--- src/rtl/cred_rom_arbiter.sv ---
// Two-requester arbiter and read sequencer sharing one synchronous credential ROM.
// Define CRA_ROUND_ROBIN_EN for round-robin tie-breaking; otherwise requester 0 has fixed priority.
module cred_rom_arbiter #(
    parameter int AW     = 3,
    parameter int DW     = 20,
    parameter int RD_LAT = 1
) (
    input  logic          clk,
    input  logic          rst,
    input  logic          req0,
    input  logic [AW-1:0] addr0,
    input  logic          req1,
    input  logic [AW-1:0] addr1,
    output logic          gnt0,
    output logic          gnt1,
    output logic          rvalid0,
    output logic          rvalid1,
    output logic [DW-1:0] rdata,
    output logic [AW-1:0] rom_addr,
    input  logic [DW-1:0] rom_q,
    output logic          busy
);

    typedef enum logic [1:0] {
        IDLE = 2'd0,
        WAIT = 2'd1,
        DONE = 2'd2
    } state_t;

    state_t        state_q, state_d;
    logic [1:0]    cnt_q, cnt_d;
    logic          win_q, win_d;
    logic [AW-1:0] addr_d;
    logic          gnt0_d, gnt1_d, rv0_d, rv1_d, cap;
    logic          pick;

`ifdef CRA_ROUND_ROBIN_EN
    logic last_q, last_d;

    // On a tie, serve whoever did not win the previous grant.
    always_comb begin
        if (req0 && req1) pick = ~last_q;
        else              pick = req1;
    end
`else
    always_comb pick = req1 & ~req0;
`endif

    always_comb begin
        state_d = state_q;
        cnt_d   = cnt_q;
        win_d   = win_q;
        addr_d  = rom_addr;
        gnt0_d  = 1'b0;
        gnt1_d  = 1'b0;
        rv0_d   = 1'b0;
        rv1_d   = 1'b0;
        cap     = 1'b0;
`ifdef CRA_ROUND_ROBIN_EN
        last_d  = last_q;
`endif
        case (state_q)
            IDLE: begin
                if (req0 || req1) begin
                    win_d   = pick;
                    addr_d  = pick ? addr1 : addr0;
                    gnt0_d  = ~pick;
                    gnt1_d  = pick;
                    cnt_d   = 2'd0;
                    state_d = WAIT;
`ifdef CRA_ROUND_ROBIN_EN
                    last_d  = pick;
`endif
                end
            end
            WAIT: begin
                if (cnt_q == 2'(RD_LAT)) begin
                    cap     = 1'b1;
                    rv0_d   = ~win_q;
                    rv1_d   = win_q;
                    state_d = DONE;
                end else begin
                    cnt_d = cnt_q + 2'd1;
                end
            end
            DONE:    state_d = IDLE;
            default: state_d = IDLE;
        endcase
    end

    always_ff @(posedge clk or posedge rst) begin
        if (rst) begin
            state_q  <= IDLE;
            cnt_q    <= 2'd0;
            win_q    <= 1'b0;
            rom_addr <= '0;
            rdata    <= '0;
            gnt0     <= 1'b0;
            gnt1     <= 1'b0;
            rvalid0  <= 1'b0;
            rvalid1  <= 1'b0;
            busy     <= 1'b0;
        end else begin
            state_q  <= state_d;
            cnt_q    <= cnt_d;
            win_q    <= win_d;
            rom_addr <= addr_d;
            gnt0     <= gnt0_d;
            gnt1     <= gnt1_d;
            rvalid0  <= rv0_d;
            rvalid1  <= rv1_d;
            busy     <= (state_d != IDLE);
            if (cap) rdata <= rom_q;
        end
    end

`ifdef CRA_ROUND_ROBIN_EN
    // Reset to 1 so requester 0 takes the first tie.
    always_ff @(posedge clk or posedge rst) begin
        if (rst) last_q <= 1'b1;
        else     last_q <= last_d;
    end
`endif

endmodule

--- config.mk ---
export PLATFORM = sky130hd
export DESIGN_NAME = cred_rom_arbiter
export DESIGN_NICKNAME = d
export VERILOG_FILES = /design/src/rtl/cred_rom_arbiter.sv
export SDC_FILE = /design/constraint.sdc
export NUM_CORES = 1
export LEC_CHECK = 0
export ABC_AREA = 1
export CORE_MARGIN = 3
export CORE_UTILIZATION = 30
export CTS_BUF_LIST = sky130_fd_sc_hd__clkbuf_2 sky130_fd_sc_hd__clkbuf_4 sky130_fd_sc_hd__clkbuf_8
export DETAILED_ROUTE_END_ITERATION = 6
export GPL_ROUTABILITY_DRIVEN = 1
export HOLD_SLACK_MARGIN = 0.06
export PLACE_DENSITY_LB_ADDON = 0.25
export SYNTH_ARGS = -nofsm -noshare
export SYNTH_HDL_FRONTEND = slang
export SYNTH_SLANG_ARGS = --single-unit
export TNS_END_PERCENT = 30
--- constraint.sdc ---
create_clock -name clk -period 1.5 [get_ports clk]
set_input_delay 0.3 -clock clk [delete_from_list [all_inputs] [get_ports clk]]
set_output_delay 0.3 -clock clk [all_outputs]
set_load 0.01 [all_outputs]
# After elaboration in Yosys (flattened, before gate mapping)
# Index checks and enable logic that the tools add are counted.
# W data, S select, Z words.
[word_totals] regBits=33 input_bits=30 out_inout_bits=28 word_cells=42
[op_classes] add_sub_neg=1 n_mux=17 eq_ne=4 bitwise_logic=4 n_reduce_logical=6
[op_table] op="$mux W1" count=10
[op_table] op="$mux W2" count=4
[op_table] op="$pmux W2 S2" count=2
[op_table] op="$eq A2 B1 Y1 const B" count=2
[op_table] op="$ne A2 B2 Y1 const B" count=2
[op_table] op="$reduce_bool A2 Y1" count=2
[op_table] op="$mux W3" count=1
[op_table] op="$not A1 Y1" count=3
[op_table] op="$reduce_and A3 Y1" count=1
[op_table] op="$add A2 B1 Y2 const B" count=1
[op_table] op="$logic_not A2 Y1" count=1
[op_table] op="$reduce_and A2 Y1" count=1
[op_table] op="$and A1 B1 Y1" count=1
[op_table] op="$logic_or A1 B1 Y1" count=1

# Logic depth before layout (Yosys ltp)
# Gate-level depths: netlist of run 1.
[logic_depth] ltp_word=5 depth_mapped=7 mapped_depth_nobuf=6

# Least setup slack after synthesis of run 1
# Ideal clock, no wire load.
[synth_timing] path_kind="reg-to-reg" start="register cnt_q[0]" end="register busy" required_time_ns=1.370 path_slack_ns=0.409 path_stages_with_launch=5 path_buffers=1 t_arrival_ns=0.961 period_less_slack_ns=1.091 setup_time_ns=0.130 cell_sequence="dfrtp_1 ha_1 nand3_2 buf_2 nand3_1"
[synth_between] elab_chain_len=4
[synth_rtl] item="start, declared" line_no="31" rtl="logic [1:0] cnt_q, cnt_d;"
[synth_rtl] item="start signal, assigned" line_no="105" rtl="cnt_q <= cnt_d;"
[synth_rtl] item="$eq A2 B1 Y1" line_no="77" rtl="if (cnt_q == 2'(RD_LAT)) begin"
[synth_rtl] item="$mux W2" line_no="77"
[synth_rtl] item="$pmux W2 S2" line_no="62" rtl="case (state_q)"
[synth_rtl] item="$reduce_bool A2 Y1" line_no="112" rtl="busy <= (state_d != IDLE);"
[synth_rtl] item="end signal, assigned" line_no="112"
[synth_rtl] item="end, declared" line_no="21" rtl="output logic busy"
# Every way passes these cells.
# A chain may end at the register's enable or synchronous reset.

# Worst setup path after layout of run 1
[layout_timing] start="register busy" end="output busy"
# No word-level cell between the ends.

==> impl_metrics.tcl, run 1 <==
set metrics [dict create \
    crit_arrival_ns 1.14 \
    yosysTopAreaCellShare 0.632 \
    num_rows 23 \
    cts_tree "done" \
    p_sw_frac 0.341 \
    place_ws_ns 0.0945 \
    min_path_type "in2async" \
    irDropWorstVdd_v 0.000881 \
    antenna_found_initial 0 \
    htreeDepth 2 \
    power_density_nw_per_um2 1940 \
    grt_max_degree 27 \
    core_um2 4120 \
    finalHoldViolations 0 \
    clk_path_buf_depth 2 \
    grt_first_pass_wirelength_um 5040 \
    vias 1127 \
    start_kind "register" \
    combPwrFrac 0.414 \
    insertion_delay_ns 0.28 \
    fill_cells 397 \
    synth_flop_cell "dfrtp_1" \
    grt_pass1_vias 1133 \
    post_cts_buffers 0 \
    cp_max_fo 1 \
    async_flop_share 1.00 \
    critPathRequiredTime_ns 1.20 \
    syn_area_um2 1310 \
    worst_slack_ns 0.0632 \
    first_pass_iters 4 \
    die_w_um 72.0 \
    hold_buffers 0 \
    dr.first_iter.drc_count 55 \
    start_util 0.318 \
    p_leak_nw 1.28 \
    cp-end-kind "output port" \
    fin_crit_sh 0.958 \
    track_usage 0.126 \
    cts_root_buf "clkbuf_8" \
    die_h_um 72.0 \
    detail_route.wl_per_cell_um 11.3 \
    cts_sinks 33 \
    regArea_um2 826 \
    yosysMostFrequentCell "nand2_1" \
    drv_slew 0 \
    cts_made_buffers 5 \
    setup_viol_count_final 0 \
    yosysTopAreaCell "dfrtp_1" \
    viasPerCell 4.30 \
    synthCells 148 \
    synth_cell_types 13 \
    cts.reportedPaths.clkPinSlew_ns 0.07 \
    wl_um 2950 \
    min_period_ns 1.44 \
    cap_violations 0 \
    synth-seq-area-share 0.632 \
    drc_errors 0 \
    syn_avg_cell_area_um2 8.83 \
    synth_edf_count 0 \
    io_pins 58 \
    ys_ff_latch 33 \
    nets 242 \
    overflow 0 \
    max_slew_margin 0.767 \
    path_buf_inv 1 \
    outcome "completed" \
    worst_clock_skew_ns 0.00260 \
    dp.final_hpwl_um 2100 \
    p_int_mw 2.68 \
    ys_warn_count 0 \
    p_clk_frac 0.213 \
    p_sw_mw 1.39 \
    path_class "reg2out" \
    netlist_top_cells_count "nand2_1, dfrtp_1, inv_1" \
    ant_nets 0 \
    antennaDiodeCount 0 \
    cp_top_family "buffers and inverters" \
    max_freq_mhz 696 \
    die-area_um2 5190 \
    fin_tns_setup_ns 0 \
    crit_chain "clkdlybuf4s50_1" \
    slowest_stage "clkdlybuf4s50_1" \
    multi_input_comb_area_um2 404 \
    io_buffers 57 \
    seqPwrFrac 0.373 \
    gp_congestion 0.718 \
    slowest_delay_ns 0.53 \
    synth_nets 179 \
    synth_area_leaders "dfrtp_1, nand2_1, inv_1" \
    area_growth_pct 60.3 \
    drive_gt1_frac 0.0660 \
    worstMarginPinSlew_ns 0.349 \
    rsz0062_at_grt "no" \
]
-- sequential cells by signal (all words and copies together), names as in the netlist --
| name | count |
|---|---|
| rdata | 20 |
| rom_addr | 3 |
| cnt_q | 2 |
| state_q | 2 |
| busy | 1 |
| gnt0 | 1 |
| gnt1 | 1 |
| rvalid0 | 1 |
| rvalid1 | 1 |
| win_q | 1 |
-- stage by stage --
step,util,area (µm²),hold slack (ns),cells,power (mW)
after detailed placement,0.469,1930,0.451,254,3.36
final,0.509,2100,0.307,262,4.07
after floorplan,-,1310,0.410,148,2.44
after global placement,0.469,1930,0.459,254,3.34
after CTS,0.497,2050,0.297,262,4.23
after global routing,0.509,2100,0.312,262,4.41
-- metal layers --
layer	track usage	share of wire	vias up
li1	-	-	570
met1	0.161	0.45	505
met4	0.0626	0.020	0
met5	0	0	-
met2	0.183	0.43	45
met3	0.0526	0.094	7
-- timing repair --
action	4_1_cts	5_1_grt
resized for setup	4	20
hold endpoints to repair	0	0
endpoints found under the setup margin	4	20
-- power groups by stage --
stage | registers (mW) | logic [mW] | clock network, mW
CTS | 1.53 | 1.79 | 0.900
floorplan | 1.68 | 0.755 | 0
global placement | 1.54 | 1.80 | 0
global route | 1.58 | 1.89 | 0.944
finish | 1.52 | 1.69 | 0.867
detailed placement | 1.53 | 1.83 | 0
-- area by class of cell --
| type | instances | share of cell area |
|---|---|---|
| well taps | 50 | 0.0299 |
| inverters | 12 | 0.0215 |
| clock buffers | 7 | 0.0430 |
| flip-flops and latches | 33 | 0.394 |
| clock inverters | 1 | 0.0143 |
| multi-input cells | 99 | 0.193 |
| repair buffers | 60 | 0.304 |
-- logic make-up (layout without fill, tap and decap cells) --
family,after synthesis,after routing,share of synthesized area
and+or+nand+nor,97,97,0.296
DFF,33,33,0.632
buffers and inverters,16,80,0.0593
adders and majority gates,1,1,0.00957
AOI/OAI and AO/OA,1,1,0.00382
-- final timing paths --
path                          start         end  slack, ns  cells after the start
max                            busy        busy       0.06                      1
min                             rst    rdata[0]       0.31                      3
max reg2reg                cnt_q[1]    rdata[1]       0.22                      6
min reg2reg                   win_q     rvalid0       0.46                      1
max in group asynchronous       rst  state_q[0]       0.85                      3
min in group clk              win_q     rvalid0       0.46                      1
-- placed cells by master (no fill, tap or decap) --
cell and n:
dlygate4sd2_1 4, clkbuf_8 6, clkdlybuf4s50_1 33, nand3_2 1, nand3_1 7, nand2_1 81
nand4_1 2, inv_1 11, o21ai_0 1, inv_2 1, buf_4 3, nor2_1 5
bufinv_16 1, clkbuf_4 1, nand2_2 1, dfrtp_1 33, ha_1 1, dlymetal6s2s_1 20
No activity file was read; power rests on OpenSTA's default activity.
==> run 2, diff against run 1 <==
- CELL_PAD_IN_SITES_DETAIL_PLACEMENT: default -> 1
- CELL_PAD_IN_SITES_GLOBAL_PLACEMENT: default -> 1
- SLEW_MARGIN: default -> 10
==> run 2 against run 1 <==
Cell count did not move. Highest routed layer unchanged. Utilization fell by 0.49 points. Clock power fell by 25%.
==> impl_metrics.tcl, run 2 (synthesis results as in run 1) <==
set metrics [dict create \
    outcome "completed" \
    gp_congestion 0.760 \
    top_register "rdata" \
    insertion_delay_ns 0.28 \
    cp_top_family "buffers and inverters" \
    antenna_found_initial 0 \
    multi_input_comb_area_um2 404 \
    clk_path_buf_depth 2 \
    crit_chain "clkdlybuf4s50_1" \
    viasPerCell 4.52 \
    grt_first_pass_wirelength_um 6020 \
    num_rows 23 \
    final_util 0.504 \
    wl_um 3660 \
    rsz0062_at_grt "no" \
    critPathRequiredTime_ns 1.20 \
    drc_errors 0 \
    vias 1183 \
    reg.largest.list "rdata x20, rom_addr x3" \
    cts.reportedPaths.clkPinSlew_ns 0.07 \
    area_growth_pct 58.8 \
    io_pins 58 \
    setup_viol_count_final 0 \
    fin_cells 262 \
    regToRegSetupSlack_ns 0.19 \
    min_path_type "in2async" \
    dp.final_hpwl_um 2790 \
    fin_crit_sh 0.954 \
    die-area_um2 5190 \
    io_buffers 57 \
    cts_tree "done" \
    final_common_cell "nand2_1" \
    irDropWorstVdd_v 0.000802 \
    timing.hold.ws_ns 0.359 \
    finalHoldViolations 0 \
    grt_pass1_vias 1282 \
    dr.first_iter.drc_count 48 \
    slowest_stage "clkdlybuf4s50_1" \
    first_pass_iters 4 \
    fin_tns_setup_ns 0 \
    overflow 0 \
    detail_route.wl_per_cell_um 14.0 \
    ant_nets 0 \
    cp-end-kind "output port" \
    largest_reg_flops 20 \
    cts_made_buffers 5 \
    die_w_um 72.0 \
    slowest_delay_ns 0.53 \
    track_usage 0.152 \
    hold_buffers 0 \
    fill_cells 478 \
    cts_sinks 33 \
    grt_max_degree 34 \
    cts_root_buf "clkbuf_8" \
    drv_slew 0 \
    crit_arrival_ns 1.13 \
    post_cts_buffers 0 \
    start_util 0.318 \
    cap_violations 0 \
    p_leak_nw 1.26 \
    postLayoutCellArea_um2 2080 \
    drive_gt1_frac 0.0660 \
    path_buf_inv 1 \
    nets 242 \
    path_class "reg2out" \
    power_density_nw_per_um2 1910 \
    min_period_ns 1.43 \
    core_um2 4120 \
    placed_area_um2 1940 \
    htreeDepth 2 \
    layout_common_cells "nand2_1, clkdlybuf4s50_1, dfrtp_1" \
    start_kind "register" \
    dp_cells 254 \
    worstMarginPinSlew_ns 0.352 \
    antennaDiodeCount 0 \
    worst_clock_skew_ns 0.00843 \
    die_h_um 72.0 \
    regArea_um2 826 \
    max_freq_mhz 699 \
    max_slew_margin 0.765 \
    cp_max_fo 1 \
]
[run 2: where the power goes]
group	total [mW]	internal [mW]	switching, mW
registers	1.52	1.30	0.215
logic	1.79	0.846	0.945
clock network	0.653	0.339	0.313
[run 2: through the flow]
step	power [mW]	setup slack [ns]
finish	3.96	0.0693
global route	4.30	0.0224
CTS	4.12	0.000427
detailed placement	3.47	0.0282
global placement	3.34	0.145
floorplan	2.44	0.409
[run 2: path summary, 6_finish.rpt]
path	from	to	cells after the start
max in group asynchronous	rst	gnt0	3
worst max register to register	cnt_q[1]	rdata[1]	6
worst min register to register	rdata[10]	rdata[10]	2
worst min-delay path	rst	rdata[2]	3
worst max-delay path	rvalid1	rvalid1	1
min in group clk	rdata[10]	rdata[10]	2
[run 2: metal layers]
metal / global-route usage / part of all wire / vias to the layer above
li1: - / - / 573
met1: 0.169 / 0.40 / 569
met2: 0.262 / 0.53 / 34
met3: 0.0665 / 0.059 / 7
met4: 0.0438 / 0.013 / 0
met5: 0 / 0 / -
[run 2: worst min-delay path, cell delays in order]
cell and delay, ns:
clkdlybuf4s50_1 0.39, inv_1 0.09, buf_12 0.21
[run 2: final cells by class]
| cell class | count | area share |
|---|---|---|
| Multi-Input combinational cell | 99 | 0.195 |
| Inverter | 12 | 0.0217 |
| Clock buffer | 6 | 0.0368 |
| Timing Repair Buffer | 60 | 0.314 |
| Clock inverter | 2 | 0.00482 |
| Tap cell | 50 | 0.0301 |
| Sequential cell | 33 | 0.398 |
[run 2: what timing repair did]
item                                    CTS  global route
endpoints found under the setup margin    3            20
pin swaps                                 0             0
gates resized for setup                   3            20
